===== src/rtl/bias_pkg.sv =====
`default_nettype none
// ============================================================================
// Module      : bias_pkg
// Description : Shared definitions for the bias_add_bank slice.
//               DATA_W          - two's-complement width of accumulator, bias
//                                 and result
//               N_LANES_DEF     - default number of lanes per beat
//               lane_t          - one signed lane
//               lane_vec_t      - packed lane array at the default lane count
//               sat_add()       - sign-extend, add and clamp to DATA_W bits
// Revision    : 1.0 - initial release
// ============================================================================
package bias_pkg;

    localparam int DATA_W      = 18;
    localparam int N_LANES_DEF = 16;

    typedef logic signed [DATA_W-1:0] lane_t;
    typedef lane_t [N_LANES_DEF-1:0]  lane_vec_t;

    localparam lane_t c_sat_max = {1'b0, {(DATA_W-1){1'b1}}};
    localparam lane_t c_sat_min = {1'b1, {(DATA_W-1){1'b0}}};

    // The (DATA_W+1)-bit sum overflowed exactly when its top two bits
    // disagree; the top bit then gives the direction of the overflow.
    function automatic lane_t sat_add(input lane_t a, input lane_t b);
        logic [DATA_W:0] s;
        s = {a[DATA_W-1], a} + {b[DATA_W-1], b};
        if (s[DATA_W] != s[DATA_W-1]) begin
            sat_add = s[DATA_W] ? c_sat_min : c_sat_max;
        end else begin
            sat_add = s[DATA_W-1:0];
        end
    endfunction

endpackage : bias_pkg
`default_nettype wire


===== src/rtl/bias_lane_sat.sv =====
`default_nettype none
// ============================================================================
// Module      : bias_lane_sat
// Description : Combinational per-lane bias add with saturation and optional
//               ReLU.
//   acc      in  DATA_W  accumulator lane
//   bias     in  DATA_W  bias for this lane
//   relu_en  in  1       clamp negative results to zero
//   res      out DATA_W  saturated (and optionally rectified) result
// Revision    : 1.0 - initial release
// ============================================================================
module bias_lane_sat
    import bias_pkg::*;
(
    input  lane_t acc,
    input  lane_t bias,
    input  logic  relu_en,
    output lane_t res
);

    lane_t w_sat;

    always_comb begin
        w_sat = sat_add(acc, bias);
        res   = (relu_en && w_sat[DATA_W-1]) ? '0 : w_sat;
    end

endmodule : bias_lane_sat
`default_nettype wire


===== src/rtl/bias_add_bank.sv =====
`default_nettype none
// ============================================================================
// Module      : bias_add_bank
// Description : Run-time loadable bias bank for a conv layer. Adds the bias
//               row of the current channel group to every lane of an
//               accumulator beat, saturates, optionally applies ReLU, and
//               delivers the result through a 2-stage valid/ready pipeline.
//   clk        in   1                 clock, rising edge
//   rst        in   1                 synchronous active-high reset
//   ld_valid   in   1                 bias write strobe
//   ld_group   in   GRP_W             target group (>= N_GROUPS ignored)
//   ld_lane    in   LANE_W            target lane
//   ld_data    in   DATA_W            bias value
//   relu_en    in   1                 clamp negative results to zero
//   in_valid   in   1                 accumulator beat valid
//   in_ready   out  1                 beat accepted when in_valid & in_ready
//   in_first   in   1                 beat is group 0 of a new pixel
//   in_data    in   N*DATA_W          packed accumulator lanes
//   out_valid  out  1                 result valid
//   out_ready  in   1                 downstream accept
//   out_data   out  N*DATA_W          packed results
//   out_group  out  GRP_W             group of out_data
// Revision    : 1.0 - initial release
// ============================================================================
module bias_add_bank
    import bias_pkg::*;
#(
    parameter int N_adder_tree = N_LANES_DEF,
    parameter int N_GROUPS     = 4,
    parameter int GRP_W        = $clog2(N_GROUPS),
    parameter int LANE_W       = $clog2(N_adder_tree)
) (
    input  logic                             clk,
    input  logic                             rst,
    input  logic                             ld_valid,
    input  logic [GRP_W-1:0]                 ld_group,
    input  logic [LANE_W-1:0]                ld_lane,
    input  logic [DATA_W-1:0]                ld_data,
    input  logic                             relu_en,
    input  logic                             in_valid,
    output logic                             in_ready,
    input  logic                             in_first,
    input  logic [N_adder_tree*DATA_W-1:0]   in_data,
    output logic                             out_valid,
    input  logic                             out_ready,
    output logic [N_adder_tree*DATA_W-1:0]   out_data,
    output logic [GRP_W-1:0]                 out_group
);

    localparam logic [GRP_W:0]   c_n_groups = (GRP_W+1)'(N_GROUPS);
    localparam logic [GRP_W-1:0] c_last_grp = GRP_W'(N_GROUPS-1);

    lane_t                       r_bias [N_GROUPS][N_adder_tree];
    logic [GRP_W-1:0]            r_grp_ptr;

    logic                        r_s1_valid;
    logic [GRP_W-1:0]            r_s1_group;
    lane_t                       r_s1_acc  [N_adder_tree];
    lane_t                       r_s1_bias [N_adder_tree];

    logic                        r_out_valid;
    logic [N_adder_tree*DATA_W-1:0] r_out_data;
    logic [GRP_W-1:0]            r_out_group;

    lane_t                       w_sum [N_adder_tree];
    logic                        w_advance;
    logic                        w_accept;
    logic                        w_ld_ok;
    logic [GRP_W-1:0]            w_used_grp;
    logic [GRP_W-1:0]            w_next_grp;

    // Whole pipeline moves as one: no skid buffer, so a stalled output
    // freezes stage 1 as well.
    always_comb begin
        w_advance  = !r_out_valid || out_ready;
        w_accept   = in_valid && w_advance;
        w_used_grp = in_first ? '0 : r_grp_ptr;
        w_next_grp = (w_used_grp == c_last_grp) ? '0 : w_used_grp + 1'b1;
        w_ld_ok    = ld_valid && ({1'b0, ld_group} < c_n_groups);
    end

    // Held high through reset; anything accepted then is discarded by reset.
    assign in_ready  = rst || w_advance;
    assign out_valid = r_out_valid;
    assign out_data  = r_out_data;
    assign out_group = r_out_group;

    // Bias memory. Stage 1 reads it in the accepting cycle, so a write to the
    // same entry in that cycle is only seen by later beats.
    always_ff @(posedge clk) begin
        if (rst) begin
            for (int g = 0; g < N_GROUPS; g++) begin
                for (int k = 0; k < N_adder_tree; k++) begin
                    r_bias[g][k] <= '0;
                end
            end
        end else if (w_ld_ok) begin
            r_bias[ld_group][ld_lane] <= ld_data;
        end
    end

    always_ff @(posedge clk) begin
        if (rst) begin
            r_grp_ptr   <= '0;
            r_s1_valid  <= 1'b0;
            r_s1_group  <= '0;
            r_out_valid <= 1'b0;
            r_out_data  <= '0;
            r_out_group <= '0;
            for (int k = 0; k < N_adder_tree; k++) begin
                r_s1_acc[k]  <= '0;
                r_s1_bias[k] <= '0;
            end
        end else begin
            if (w_accept) begin
                r_grp_ptr <= w_next_grp;
            end
            if (w_advance) begin
                r_s1_valid  <= w_accept;
                r_out_valid <= r_s1_valid;
                if (w_accept) begin
                    r_s1_group <= w_used_grp;
                    for (int k = 0; k < N_adder_tree; k++) begin
                        r_s1_acc[k]  <= in_data[k*DATA_W +: DATA_W];
                        r_s1_bias[k] <= r_bias[w_used_grp][k];
                    end
                end
                if (r_s1_valid) begin
                    r_out_group <= r_s1_group;
                    for (int k = 0; k < N_adder_tree; k++) begin
                        r_out_data[k*DATA_W +: DATA_W] <= w_sum[k];
                    end
                end
            end
        end
    end

    generate
        for (genvar k = 0; k < N_adder_tree; k++) begin : g_lane
            bias_lane_sat u_lane (
                .acc     (r_s1_acc[k]),
                .bias    (r_s1_bias[k]),
                .relu_en (relu_en),
                .res     (w_sum[k])
            );
        end
    endgenerate

endmodule : bias_add_bank
`default_nettype wire


===== config.mk =====
export PLATFORM = sky130hd
export DESIGN_NAME = bias_add_bank
export DESIGN_NICKNAME = d
export VERILOG_FILES = /design/src/rtl/bias_pkg.sv /design/src/rtl/bias_lane_sat.sv /design/src/rtl/bias_add_bank.sv
export SDC_FILE = /design/constraint.sdc
export NUM_CORES = 2
export LEC_CHECK = 0
export CELL_PAD_IN_SITES_DETAIL_PLACEMENT = 1
export CELL_PAD_IN_SITES_GLOBAL_PLACEMENT = 1
export CORE_MARGIN = 2
export CORE_UTILIZATION = 45
export CTS_CLUSTER_SIZE = 30
export DETAILED_ROUTE_END_ITERATION = 10
export GPL_TIMING_DRIVEN = 0
export PLACE_DENSITY_LB_ADDON = 0.25
export SKIP_LAST_GASP = 1
export SLEW_MARGIN = 20
export SYNTH_ARGS = -nofsm -noshare
export SYNTH_HDL_FRONTEND = slang
export SYNTH_SLANG_ARGS = --single-unit

===== constraint.sdc =====
create_clock -name clk -period 33.5 [get_ports clk]
set_input_delay 8.375 -clock clk [delete_from_list [all_inputs] [get_ports clk]]
set_output_delay 8.375 -clock clk [all_outputs]
set_load 0.1 [all_outputs]

Yosys cells after proc, flatten, opt, wreduce, memory -nomap -nowiden
Memory sizes are Yosys's and may differ from the RTL's.
Cells that the tools add are included.
W data, S select, Z words.
{"block": "word_totals", "memories": 3, "register_bits": 296, "ramBits": 1728}
{"block": "classes", "mux": 96, "reduce_logical": 24, "bitwise": 33, "eq_ne": 17, "n_addsub": 17, "n_lt_le_gt_ge": 2}
{"memory": "r_bias", "words": 4, "word_bits": 288, "rd": 1, "rd_ports_with_merged_regs": 0, "write_ports": 4, "line_no": "bias_add_bank.sv:53", "source": "lane_t r_bias [N_GROUPS][N_adder_tree];"}
{"memory": "r_s1_acc", "words": 16, "word_bits": 18, "rd": 16, "rd_ports_with_merged_regs": 0, "write_ports": 16, "line_no": "bias_add_bank.sv:58", "source": "lane_t r_s1_acc [N_adder_tree];"}
{"memory": "r_s1_bias", "words": 16, "word_bits": 18, "rd": 16, "rd_ports_with_merged_regs": 0, "write_ports": 16, "line_no": "bias_add_bank.sv:59", "source": "lane_t r_s1_bias [N_adder_tree];"}
{"op": "$mux W18", "count": 81}
{"op": "$mux W288", "count": 3}
{"op": "$add A18 B18 Y19", "count": 16}
{"op": "$reduce_or A288 Y1", "count": 1}
{"op": "$demux W18 S4", "count": 1}
{"op": "$or A1 B1 Y1", "count": 32}
{"op": "$logic_and A1 B1 Y1", "count": 18}
{"op": "$ne A1 B1 Y1", "count": 16}
{"op": "$mux W1", "count": 8}
{"op": "$mux W2", "count": 3}
{"op": "$ge A5 B5 Y1 const B", "count": 1}
{"op": "$lt A5 B1 Y1 const B", "count": 1}
{"op": "$not A4 Y5", "count": 1}
{"op": "$reduce_and A2 Y1", "count": 2}
{"op": "$add A2 B1 Y2 const B", "count": 1}
{"op": "$eq A2 B2 Y1 const B", "count": 1}
{"op": "$logic_or A1 B1 Y1", "count": 2}
{"op": "$logic_not A1 Y1", "count": 1}

Longest topological paths before layout
{"block": "depth", "depth_word": 8, "ltp_mapped": 13, "ltp_nobuf": 12}

Cells and area by module
From an unflattened synthesis, not the netlist that was laid out.
{"block": "unflattened", "cells_unflattened": 9092, "area_unflattened_um2": 100789.2}
{"mod": "bias_add_bank", "seq_area_each_um2": 57815.4, "instances": 1, "area_per_inst_um2": 81430.6, "cells_per_inst": 6404}
{"mod": "bias_lane_sat", "seq_area_each_um2": 0.0, "instances": 16, "area_per_inst_um2": 1209.9, "cells_per_inst": 168}

Worst setup path after synthesis
Ideal clock, no wire load.
{"block": "synth_path", "kind": "input to register", "startpoint": "in rst", "endpoint": "mem r_s1_acc[0][0] in the netlist's numbering (enable)", "arrival_ns": 23.026, "slack_ns": 9.425, "cell_stages": 4, "cell_sequence": "clkbuf_1 -> clkbuf_1 -> clkbuf_1 -> nand2b_1"}
{"item": "from (decl)", "line_no": "bias_add_bank.sv:34", "source": "input logic rst,"}
{"item": "to (decl)", "line_no": "bias_add_bank.sv:58"}

Final worst setup path
{"block": "layout_path", "startpoint": "in rst", "endpoint": "out in_ready"}
{"block": "layout_via", "elab_chain_len": 1}
{"item": "$logic_or A1 B1 Y1", "line_no": "bias_add_bank.sv:83", "source": "assign in_ready = rst || w_advance;"}
{"item": "to (decl)", "line_no": "bias_add_bank.sv:41", "source": "output logic in_ready,"}
No other way between the ends.

==> flow_summary.json <==
{
  "drtIter0Drc": 7836,
  "drc": 0,
  "clock_sinks": 2024,
  "worst_setup_path_end_kind": "output pin",
  "ys_seq_area_share_pct": 60.2,
  "cts_buffers": 212,
  "cp-start-kind": "primary input",
  "place_congestion": 0.957,
  "wl_mm": 357,
  "vias_per_cell": 5.96,
  "final_cells": 11960,
  "grt-ovfl-total": 0,
  "yosysTopAreaCell": "edfxtp_1",
  "grt_pass1_vias": 72040,
  "yosysWarnings": 0,
  "use_met2_pct": 50.5,
  "synth_top_family_by_area": "simple AND/OR/NAND/NOR gates",
  "dieHeight_um": 466,
  "fillers": 21709,
  "path_max_fanout": 7,
  "placed_cells": 11476,
  "crit_start": "rst",
  "area_growth_pct": 18.5,
  "fin_skew_ns": 0.0398,
  "dieArea_um2": 217000,
  "grt_max_degree": 60,
  "drive_above_1_share_pct": 7.29,
  "min_path_type": "reg -> reg",
  "p_per_area_nw_per_um2": 58.7,
  "portBuffers": 592,
  "synth_fa_ha_area_share_pct": 4.09,
  "ant_nets": 0,
  "arrival_ns": 11.55,
  "grt_pass1_wl_mm": 502,
  "hold_buffers": 0,
  "ff2ff_path_depth": 6,
  "postSynthAreaPerCell_um2": 12.0,
  "drv_cap": 0,
  "die_width_um": 466,
  "cts_tree": "done",
  "worstSkewPairLatency_ns": 0.86,
  "layout.nets": 9492,
  "async_reset_ff_share_pct": 0,
  "cts_setup_buffers": 0,
  "synth_simple_gate_area_share_pct": 16.6,
  "firstDrtPassIters": 7,
  "setup_violations": 0,
  "cts-root-buf": "clkbuf_16",
  "fin_util_pct": 53.6,
  "synthTopCellsByCount": "edfxtp_1, and2_1, nand2_1",
  "period_minus_slack_ns": 19.92,
  "timing.rr.end": "r_s1_bias[1][17]$_SDFFCE_PN0P_",
  "worstHoldStart": "out_data[223]$_SDFFE_PP0P_",
  "yosysMostFrequentCell": "edfxtp_1",
  "synth_compound_area_share_pct": 12.4,
  "antenna_found_initial": 89,
  "path_clk_slew_ns": 0.05,
  "dpl.hpwl_mm": 254,
  "regArea_um2": 57800,
  "crit_type": "in -> out",
  "groute.layer.met1.usage_pct": 41.3,
  "core_area_um2": 212000,
  "synth_fp_nets": 8647,
  "htree_levels": 4,
  "synth_cells": 8024,
  "syn_area_um2": 96000,
  "ys.flop_type": "edfxtp_1",
  "finalMaxSlewViolations": 0,
  "maxSlewHeadroom_pct": 6.52,
  "multi_input_area_um2": 35700,
  "synth-xor-area-share_pct": 2.25,
  "cts-resized-gates": 0,
  "hold_end": "out_data[223]$_SDFFE_PP0P_",
  "min_path_cells": 2,
  "status": "complete, no violations",
  "fmax_mhz": 50.2,
  "ir_drop_v": 0.0000547,
  "synth_edf_count": 1728,
  "ys_ff_latch": 2024,
  "io-pin-count": 611,
  "grtUsageMet3_pct": 7.50,
  "track_usage_pct": 32.0,
  "reg2reg_from": "r_grp_ptr[0]$_SDFFE_PP0P_",
  "finalCritPeriodShare_pct": 59.5,
  "initial_core_util_pct": 45.3,
  "ys_types": 76,
  "cts_buffer_depth": 3,
  "synth.area.mux_share_pct": 1.88,
  "p_leak_uw": 0.0413,
  "wl_per_cell_um": 29.9,
  "required_ns": 25.12,
  "std_cell_rows": 169,
  "busiest_layer": "met2",
  "rsz0062_at_grt": "false",
  "vias": 71260,
  "rrSetupSlack_ns": 28.44,
  "hold_viol": 0,
  "max_slew.worst_pin.slew_ns": 1.40,
  "synth_top_area_share_pct": 54.0,
  "synth_area_leaders": "edfxtp_1, and2_1, dfxtp_1"
}
==> worst max-delay path by stage <==
stage | endpoint | slack [ns] | cells past startpoint
after global placement | r_s1_acc[0][160]$_SDFFCE_PN0P_ | -0.26 | 5
after detailed placement | in_ready | 13.66 | 6
after floorplan | r_s1_acc[0][0]$_SDFFCE_PN0P_ | 9.42 | 4
after CTS | in_ready | 13.65 | 6
after global routing | in_ready | 13.62 | 6
final | in_ready | 13.58 | 6
==> power breakdown <==
group / total, µW / switching (µW) / internal [µW]
Sequential: 3010 / 87.9 / 2920
Clock: 2400 / 1040 / 1350
Combinational: 1280 / 905 / 372
Total: 6680 / 2040 / 4640
==> logic make-up after synthesis <==
kind of cell | count (synthesis)
mux | 180
xor+xnor | 236
flops | 2024
buf+inv | 646
compound gates | 1750
fa+ha+maj | 304
simple gates | 2884
==> registers in the layout (all words and copies together) (netlist names) <==
register / flops
r_s1_acc: 288
out_valid: 1
r_grp_ptr: 2
out_data: 288
r_s1_bias: 288
r_s1_group: 2
r_s1_valid: 1
out_group: 2
r_bias: 1152
==> cell type report <==
class / instances / share of cell area (%)
clock inverter: 110 / 0.939
tap: 2821 / 3.10
timing repair buffer: 631 / 6.05
sequential: 2024 / 50.8
buffer: 537 / 1.99
clock buffer: 287 / 5.14
inverter: 109 / 0.360
antenna: 87 / 0.191
multi-input combinational: 5354 / 31.4
==> routing by layer <==
layer / vias up / wire [µm]
met3: 867 / 35900
met5: - / 201
li1: 30857 / -
met1: 35786 / 138000
met4: 12 / 18800
met2: 3738 / 165000
==> per-stage QoR <==
step	hold slack (ns)	setup slack [ns]	setup TNS, ns	total power [µW]	instance area, µm²
5_1_grt	0.473	13.62	0	6860	114000
3_3_place_gp	0.441	-0.261	-52.72	4300	105000
2_1_floorplan	0.432	9.42	0	3890	96000
6_report	0.450	13.58	0	6680	114000
4_1_cts	0.450	13.65	0	6680	114000
3_5_place_dp	0.443	13.66	0	4310	107000
==> critical path: stages <==
cell	delay, ns
clkdlybuf4s50_1	0.89
clkbuf_2	0.44
buf_16	0.21
clkbuf_2	0.27
or2_2	0.18
clkdlybuf4s50_1	1.14
==> cell usage in the layout, fill, tap and decap left out, drive strengths merged, types with 16 or more instances in the layout <==
| master | n |
|---|---|
| a31oi | 32 |
| o211ai | 21 |
| inv | 118 |
| a21o | 115 |
| clkbuf | 767 |
| o31a | 17 |
| ha | 288 |
| nand2b | 27 |
| diode | 87 |
| nor2b | 437 |
| nand2 | 600 |
| xnor2 | 176 |
| edfxtp | 1728 |
| mux2i | 180 |
| o22ai | 19 |
| xor2 | 60 |
| a221oi | 18 |
| buf | 97 |
| nor2 | 234 |
| dfxtp | 296 |
| a22oi | 18 |
| o21a | 37 |
| a311oi | 108 |
| or2 | 83 |
| a21oi | 410 |
| o21ai | 323 |
| and3 | 19 |
| clkdlybuf4s50 | 591 |
| o21bai | 33 |
| and2 | 1350 |
| a211oi | 503 |
| a22o | 18 |
| a221o | 19 |
| fa | 16 |
| nand3 | 76 |
| bufinv | 17 |
| clkinv | 74 |
No activity file was read; power rests on OpenSTA's default activity.
